==> config.mk <==
export PLATFORM = sky130hd
export DESIGN_NAME = multicycle_rv_core
export DESIGN_NICKNAME = d
export VERILOG_FILES = /design/src/rtl/multicycle_rv_core.sv
export SDC_FILE = /design/constraint.sdc
export NUM_CORES = 2
export LEC_CHECK = 0
export CAP_MARGIN = 10
export CORE_UTILIZATION = 45
export CTS_CLUSTER_DIAMETER = 100
export DETAILED_ROUTE_END_ITERATION = 10
export PLACE_DENSITY = 0.62
export SLEW_MARGIN = 20
export SYNTH_ARGS = -nofsm -noshare
export SYNTH_HDL_FRONTEND = slang
export SYNTH_SLANG_ARGS = --single-unit
==> constraint.sdc <==
create_clock -name CLK -period 149 [get_ports CLK]
set_input_delay 29.8 -clock CLK [delete_from_list [all_inputs] [get_ports CLK]]
set_output_delay 29.8 -clock CLK [all_outputs]
set_load 0.005 [all_outputs]
==> src/rtl/multicycle_rv_core.sv <==
// Multi-cycle RV32I-subset core: FETCH, DECODE, EXECUTE and WRITE take one cycle each, so 4 cycles per instruction.
// There are no stalls or backpressure. Instruction memory is writable only while the core is idle or halted.
module multicycle_rv_core #(
  parameter int XLEN       = 32,
  parameter int IMEM_DEPTH = 8,
  parameter int RESULT_REG = 5,
  parameter int RESULT_W   = 16
) (
  input  logic                          CLK,
  input  logic                          RST,
  input  logic                          START,
  input  logic                          IMEM_WE,
  input  logic [$clog2(IMEM_DEPTH)-1:0] IMEM_ADDR,
  input  logic [31:0]                   IMEM_WDATA,
  output logic [RESULT_W-1:0]           RESULT,
  output logic                          BUSY,
  output logic                          HALTED,
  output logic                          ILLEGAL,
  output logic [31:0]                   INSTRET
);
  localparam int AW = $clog2(IMEM_DEPTH);

  localparam logic [6:0] OP_R   = 7'h33;
  localparam logic [6:0] OP_I   = 7'h13;
  localparam logic [6:0] OP_LUI = 7'h37;
  localparam logic [6:0] OP_B   = 7'h63;
  localparam logic [6:0] OP_JAL = 7'h6F;
  localparam logic [6:0] OP_SYS = 7'h73;

  typedef enum logic [2:0] {IDLE, FETCH, DECODE, EXECUTE, WRITE, HALT} state_t;

  state_t          state;
  logic [31:0]     imem [IMEM_DEPTH];
  logic [XLEN-1:0] regs [32];
  logic [XLEN-1:0] pc, rs1_val, rs2_val, imm, res, npc;
  logic [31:0]     ir, instret_cnt;
  logic            wr_q, ecall_q, bad_op_q, bad_pc_q;

  logic [6:0] opcode, funct7;
  logic [2:0] funct3;
  logic [4:0] rd;
  assign opcode = ir[6:0];
  assign rd     = ir[11:7];
  assign funct3 = ir[14:12];
  assign funct7 = ir[31:25];

  logic [31:0]     imm32;
  logic [XLEN-1:0] imm_c;
  always_comb begin
    case (opcode)
      OP_LUI:  imm32 = {ir[31:12], 12'b0};
      OP_B:    imm32 = {{20{ir[31]}}, ir[7], ir[30:25], ir[11:8], 1'b0};
      OP_JAL:  imm32 = {{12{ir[31]}}, ir[19:12], ir[20], ir[30:21], 1'b0};
      default: imm32 = {{20{ir[31]}}, ir[31:20]};
    endcase
    imm_c = XLEN'($signed(imm32));
  end

  logic [XLEN-1:0] a, b, alu_y, nxt, sra_y;
  logic [4:0]      shamt;
  logic            lt_s, lt_u, eq, take, wr_c, ecall_c, bad_c, pc_bad;

  assign a     = rs1_val;
  assign b     = (opcode == OP_R || opcode == OP_B) ? rs2_val : imm;
  assign shamt = b[4:0];
  assign sra_y = $signed(a) >>> shamt;
  assign lt_s  = $signed(a) < $signed(b);
  assign lt_u  = a < b;
  assign eq    = a == b;

  always_comb begin
    alu_y   = '0;
    nxt     = pc + XLEN'(4);
    take    = 1'b0;
    wr_c    = 1'b0;
    ecall_c = 1'b0;
    bad_c   = 1'b0;
    case (opcode)
      OP_R, OP_I: begin
        wr_c = 1'b1;
        case (funct3)
          3'd0:    alu_y = (opcode == OP_R && funct7[5]) ? a - b : a + b;
          3'd1:    alu_y = a << shamt;
          3'd2:    alu_y = {{(XLEN-1){1'b0}}, lt_s};
          3'd3:    alu_y = {{(XLEN-1){1'b0}}, lt_u};
          3'd4:    alu_y = a ^ b;
          3'd5:    alu_y = funct7[5] ? sra_y : a >> shamt;
          3'd6:    alu_y = a | b;
          default: alu_y = a & b;
        endcase
        // funct7 only qualifies R-type ops and the immediate shifts
        if (opcode == OP_R)
          bad_c = !(funct7 == 7'h00 || (funct7 == 7'h20 && (funct3 == 3'd0 || funct3 == 3'd5)));
        else if (funct3 == 3'd1)
          bad_c = funct7 != 7'h00;
        else if (funct3 == 3'd5)
          bad_c = !(funct7 == 7'h00 || funct7 == 7'h20);
      end
      OP_LUI: begin
        wr_c  = 1'b1;
        alu_y = imm;
      end
      OP_JAL: begin
        wr_c  = 1'b1;
        alu_y = pc + XLEN'(4);
        nxt   = pc + imm;
      end
      OP_B: begin
        case (funct3)
          3'd0:    take = eq;
          3'd1:    take = !eq;
          3'd4:    take = lt_s;
          3'd5:    take = !lt_s;
          3'd6:    take = lt_u;
          3'd7:    take = !lt_u;
          default: bad_c = 1'b1;
        endcase
        if (take) nxt = pc + imm;
      end
      OP_SYS: begin
        if (ir == 32'h0000_0073) ecall_c = 1'b1;
        else                     bad_c   = 1'b1;
      end
      default: bad_c = 1'b1;
    endcase
    pc_bad = (|nxt[1:0]) || (|nxt[XLEN-1:AW+2]);
  end

  always_ff @(posedge CLK) begin
    if (IMEM_WE && !BUSY) imem[IMEM_ADDR] <= IMEM_WDATA;
  end

  always_ff @(posedge CLK or posedge RST) begin
    if (RST) begin
      state       <= IDLE;
      pc          <= '0;
      ir          <= '0;
      rs1_val     <= '0;
      rs2_val     <= '0;
      imm         <= '0;
      res         <= '0;
      npc         <= '0;
      wr_q        <= 1'b0;
      ecall_q     <= 1'b0;
      bad_op_q    <= 1'b0;
      bad_pc_q    <= 1'b0;
      instret_cnt <= '0;
      BUSY        <= 1'b0;
      HALTED      <= 1'b0;
      ILLEGAL     <= 1'b0;
      RESULT      <= '0;
      INSTRET     <= '0;
      for (int i = 0; i < 32; i++) regs[i] <= '0;
    end else begin
      RESULT  <= regs[RESULT_REG][RESULT_W-1:0];
      INSTRET <= instret_cnt;
      case (state)
        IDLE, HALT: begin
          if (START) begin
            state       <= FETCH;
            pc          <= '0;
            ILLEGAL     <= 1'b0;
            instret_cnt <= '0;
            BUSY        <= 1'b1;
            HALTED      <= 1'b0;
          end
        end
        FETCH: begin
          ir    <= imem[pc[AW+1:2]];
          state <= DECODE;
        end
        DECODE: begin
          rs1_val <= regs[ir[19:15]];
          rs2_val <= regs[ir[24:20]];
          imm     <= imm_c;
          state   <= EXECUTE;
        end
        EXECUTE: begin
          res      <= alu_y;
          npc      <= nxt;
          wr_q     <= wr_c;
          ecall_q  <= ecall_c;
          bad_op_q <= bad_c;
          bad_pc_q <= pc_bad;
          state    <= WRITE;
        end
        WRITE: begin
          if (bad_op_q) begin
            state   <= HALT;
            BUSY    <= 1'b0;
            HALTED  <= 1'b1;
            ILLEGAL <= 1'b1;
          end else begin
            if (wr_q && rd != 5'd0) regs[rd] <= res;
            pc          <= npc;
            instret_cnt <= instret_cnt + 32'd1;
            // ECALL takes priority: it halts cleanly even if pc+4 runs off the end
            if (ecall_q || bad_pc_q) begin
              state   <= HALT;
              BUSY    <= 1'b0;
              HALTED  <= 1'b1;
              ILLEGAL <= !ecall_q;
            end else begin
              state <= FETCH;
            end
          end
        end
        default: state <= IDLE;
      endcase
    end
  end
endmodule

* Word level (Yosys, flattened, before mapping)
Memory sizes are Yosys's and may differ from the RTL's. A register that Yosys moved wholly into a read port is not among the register bits.
Cells that the tools add are included.
** Storage, ports and cells
- Input bits :: 39
- Flip-flop bits (word level) :: 1306
- Memories :: 1
- Output and inout bits :: 51
- Logic and storage cells :: 179
- RAM bits :: 256
** Operators by class
- Bitwise gates (word level) :: 7
- Equality and inequality tests :: 24
- $add $sub $neg :: 5
- Muxes and demuxes :: 50
- Reduce and logical (&&, ||, !) cells :: 34
- Shifts and indexed selects :: 3
- Magnitude comparators :: 6
** Memories
- imem :: depth 8, width 32, read ports 1, clocked after Yosys merged registers in 1, write ports 1, line 33 : logic [31:0] imem [IMEM_DEPTH];
** Operators by type and width (number)
- 1024-bit bitwise mux :: 1
- 32-bit two-way mux :: 12
- 32-bit binary-select mux with 5-bit select :: 2
- 32-bit case mux with 7 select lines :: 1
- 32-bit case mux with 2 select lines :: 3
- 32-bit demux with 5-bit select :: 1
- 32-bit case mux with 3 select lines :: 1
- 31-bit case mux with 3 select lines :: 1
- 32-bit adder :: 2
- 32-bit less-than comparator :: 2
- 32-bit by 1-bit adder with 32-bit output, second input constant :: 1
- 32-bit by 3-bit adder with 32-bit output, second input constant :: 1
- 32-bit AND :: 1
- 32-bit equality test :: 1
- 32-bit by 7-bit equality test with 1-bit output, second input constant :: 1
- 32-bit bitwise OR :: 1
- 32-bit by 5-bit left shift with 32-bit output :: 1
- 32-bit by 5-bit >> shifter with 32-bit output :: 1
- 32-bit by 5-bit >>> shifter with 32-bit output :: 1
- 32-bit subtractor :: 1
- 32-bit bitwise XOR :: 1
- 27-bit OR reduction :: 1
- 7-bit by 6-bit equality test with 1-bit output, second input constant :: 3
- 7-bit equality test, second input constant :: 3
- other kinds (28) :: 85

* Depth between registers and ports, before layout
- Depth in word-level cells :: 11
- Mapped depth :: 23
- Gate-level depth less buffers :: 18

* Worst setup path after synthesis
No wires, ideal clock.
- Path type :: input to register
- Start point :: input port IMEM_ADDR[1]
- End point :: memory imem[0][0] (enable)
- Buffers on the path :: 0
- Stages :: 2
- Data required time :: 148.539 ns
- Arrival :: 32.519 ns
- Slack :: 116.020 ns
- Library setup time :: 0.461 ns
- Cells stage by stage :: or3b_2 -> nor3_1
** RTL lines
- start: declaration :: line 13 : input logic [$clog2(IMEM_DEPTH)-1:0] IMEM_ADDR,
- end: declaration :: line 33
No word-level cell before the write port.

==> results.py <==
metrics = {
    "yosys": {
        "synth_top_area_cell": "dfrtp_1",
        "synth_seq_cells": 1594,
        "syn_avg_cell_area_um2": 13.57,
        "ys_seq_area_frac": 0.4733,
        "synth.area.top_cells": "dfrtp_1 38%, mux4_2 20%, mux2_2 13%",
        "synth_commonest_cells": "1338 x dfrtp_1, 1025 x mux2_2, 758 x mux4_2, 437 x clkbuf_1, 357 x nand2_1",
        "ys_warn_count": 0,
        "yosysUniqueCellTypes": 93,
        "netlist_area_um2": 86980,
        "synth-async-reset-ratio": 0.8394,
        "syn_nets": 6575,
        "yosysMostFrequentCell": "dfrtp_1",
        "synth_edf_count": 256,
        "ys.flop_type": "dfrtp_1",
        "netlist_instances": 6411,
        "synthDominantCellAreaShare": 0.3849,
    },
    "clock_tree": {
        "cts_buffers": 173,
        "cts_max_level": 4,
        "root_buffer": "clkbuf_16",
        "cts-resized-gates": 0,
        "cts_tree": "yes",
        "cts_hold_buf": 0,
        "clkTransAtPathRegs_ns": 0.06,
        "worstSkewPairLatency_ns": 0.86,
        "cts_sinks": 1594,
        "post_cts_buffers": 0,
        "cts_buffer_depth": 3,
    },
    "placed_design": {
        "place_hpwl_um": 168200,
        "dpl.cell_count": 8567,
        "routabilityCongestion": 0.9873,
        "dp_slack_ns": 113.98,
        "io_buffers": 89,
    },
    "cells_and_area": {
        "multi_input_comb_area_um2": 43340,
        "num-fill-cells": 16490,
        "finalNonFillerCells": 8896,
        "final_core_util": 0.5003,
        "post_route_cells_drive_above_1_share": 0.3660,
        "nets": 6381,
        "syn_to_final_growth_pct": 10.53,
        "seqCellArea_um2": 41240,
    },
    "timing": {
        "hold_ws_ns": 0.3920,
        "worst_slack_ns": 115.33,
        "clock_skew_ns": 0.05683,
        "final_max_slew_viol_count": 0,
        "fmax_mhz": 29.70,
        "tns_ns": 0,
        "rsz0062_at_grt": "no",
        "setup-violations-final": 0,
        "min_period_ns": 33.67,
        "max_slew.worst_pin.slew_ns": 1.233,
        "maxSlewHeadroom": 0.1747,
        "final.period_utilization": 0.2260,
        "hold_viol_final": 0,
    },
    "floorplan": {
        "die_y_um": 441.6,
        "die_x_um": 441.6,
        "core_area_um2": 192200,
        "die_area_um2": 195000,
        "ios": 90,
        "num_rows": 161,
        "initial_core_util": 0.4526,
    },
    "detailed_routing": {
        "firstDrtPassIters": 7,
        "routed_wl_um": 274400,
        "drc_errors": 0,
        "viasPerCell": 6.491,
        "drt_iter0_drc": 5274,
        "vias": 57740,
        "ant_nets": 0,
        "avgRoutedWirePerCell_um": 30.85,
    },
    "setup_path": {
        "slowest_stage": "buf_4",
        "start_kind": "input port",
        "path_class": "in2async",
        "max_stage_delay_ns": 0.76,
        "end_kind": "async pin",
        "path_delay_family": "buffers and inverters",
        "crit_required_ns": 149.88,
        "cpMostUsedCell": "buf_4",
        "crit_chain": "clkdlybuf4s50_1 > inv_8 > buf_4 > buf_4 > buf_4 > buf_4 > buf_6",
        "crit_fanout": 99,
        "crit_arrival_ns": 34.55,
        "cp-startpoint": "RST",
        "r2r_start": "ir[4]",
        "worst-path-buf-inv": 7,
    },
    "run": {
        "drv_cap": 0,
    },
    "global_routing": {
        "antenna_found_initial": 17,
        "overflow": 0,
        "grt_pass1_wl_um": 408000,
        "grt_max_degree": 170,
        "grt_pass1_vias": 58270,
        "grt.total_usage": 0.2823,
    },
    "status": {
        "status": "completed",
    },
    "power": {
        "p_leak_uw": 0.04102,
        "peakVddDrop_mv": 0.01261,
        "p_per_area_nw_per_um2": 15.01,
    },
    "worst_hold_path": {
        "hp-class": "reg2reg",
        "min-delay-start": "regs[1011]",
    },
}
-- placed cells by master, fill, tap and decap left out, drive strengths merged, types with 22 or more instances in the layout --
cell type         n
nand2           358
inv             132
nor3             69
mux2           1025
xor2             39
clkdlybuf4s50    89
buf             141
a211oi           33
nand3            71
o21ai           319
ha              123
o31ai            22
mux4            758
edfxtp          256
xnor2            68
a221oi           27
a21oi           228
nor2            312
clkbuf          254
clkinv           46
or3              24
dfrtp          1338
o211ai           31
a31oi            39
mux2i           165
and3             23
-- logic make-up after synthesis --
family          share of synthesized area
compound gates                    0.06519
simple gates                      0.05242
buf+inv                           0.03205
fa+ha+maj                         0.01827
mux                                0.3480
xor+xnor                          0.01077
flops                              0.4733
-- registers in the layout, summed over array words and instances (netlist names) --
| name | cells |
|---|---|
| BUSY | 1 |
| HALTED | 1 |
| ILLEGAL | 1 |
| INSTRET | 32 |
| RESULT | 16 |
| a | 32 |
| bad_op_q | 1 |
| bad_pc_q | 1 |
| ecall_q | 1 |
| imem | 256 |
| imm | 32 |
| instret_cnt | 32 |
| ir | 32 |
| npc | 32 |
| pc | 32 |
| regs | 1024 |
| res | 32 |
| rs2_val | 32 |
| state | 3 |
| wr_q | 1 |
-- final cells by class --
type | instances | share of cell area
Multi-Input combinational cell | 4090 | 0.4508
Sequential cell | 1594 | 0.4289
Clock buffer | 254 | 0.05237
Tap cell | 2526 | 0.03287
Timing Repair Buffer | 230 | 0.02117
Clock inverter | 68 | 0.008629
Inverter | 128 | 0.005076
Antenna cell | 6 | 0.0001562
-- metrics by stage --
stage	area (µm²)	total power, µW
floorplan	86980	840.4
global placement	90190	1001
detailed placement	90210	1003
CTS	96070	1444
global route	96130	1499
finish	96140	1443
-- power by group --
part           internal (µW)  switching (µW)
Clock                    255             186
Combinational            165             281
Sequential               466            88.7
-- worst paths after layout --
path	end	slack [ns]	cells past startpoint
worst max-delay path	regs[21]	115.33	7
worst min register to register	regs[1011]	0.39	0
worst min-delay path	regs[1011]	0.39	0
min in group asynchronous	INSTRET[27]	29.48	2
max in group CLK	instret_cnt[27]	116.56	12
worst max register to register	res[31]	142.43	18
-- layer usage --
layer,share of wire,vias to the layer above,global-route usage
li1,-,24050,-
met1,0.42,30720,0.3892
met2,0.47,2360,0.4411
met3,0.073,607,0.05479
met4,0.043,4,0.1125
met5,0.00011,-,0
No activity file was read; power rests on OpenSTA's default activity.
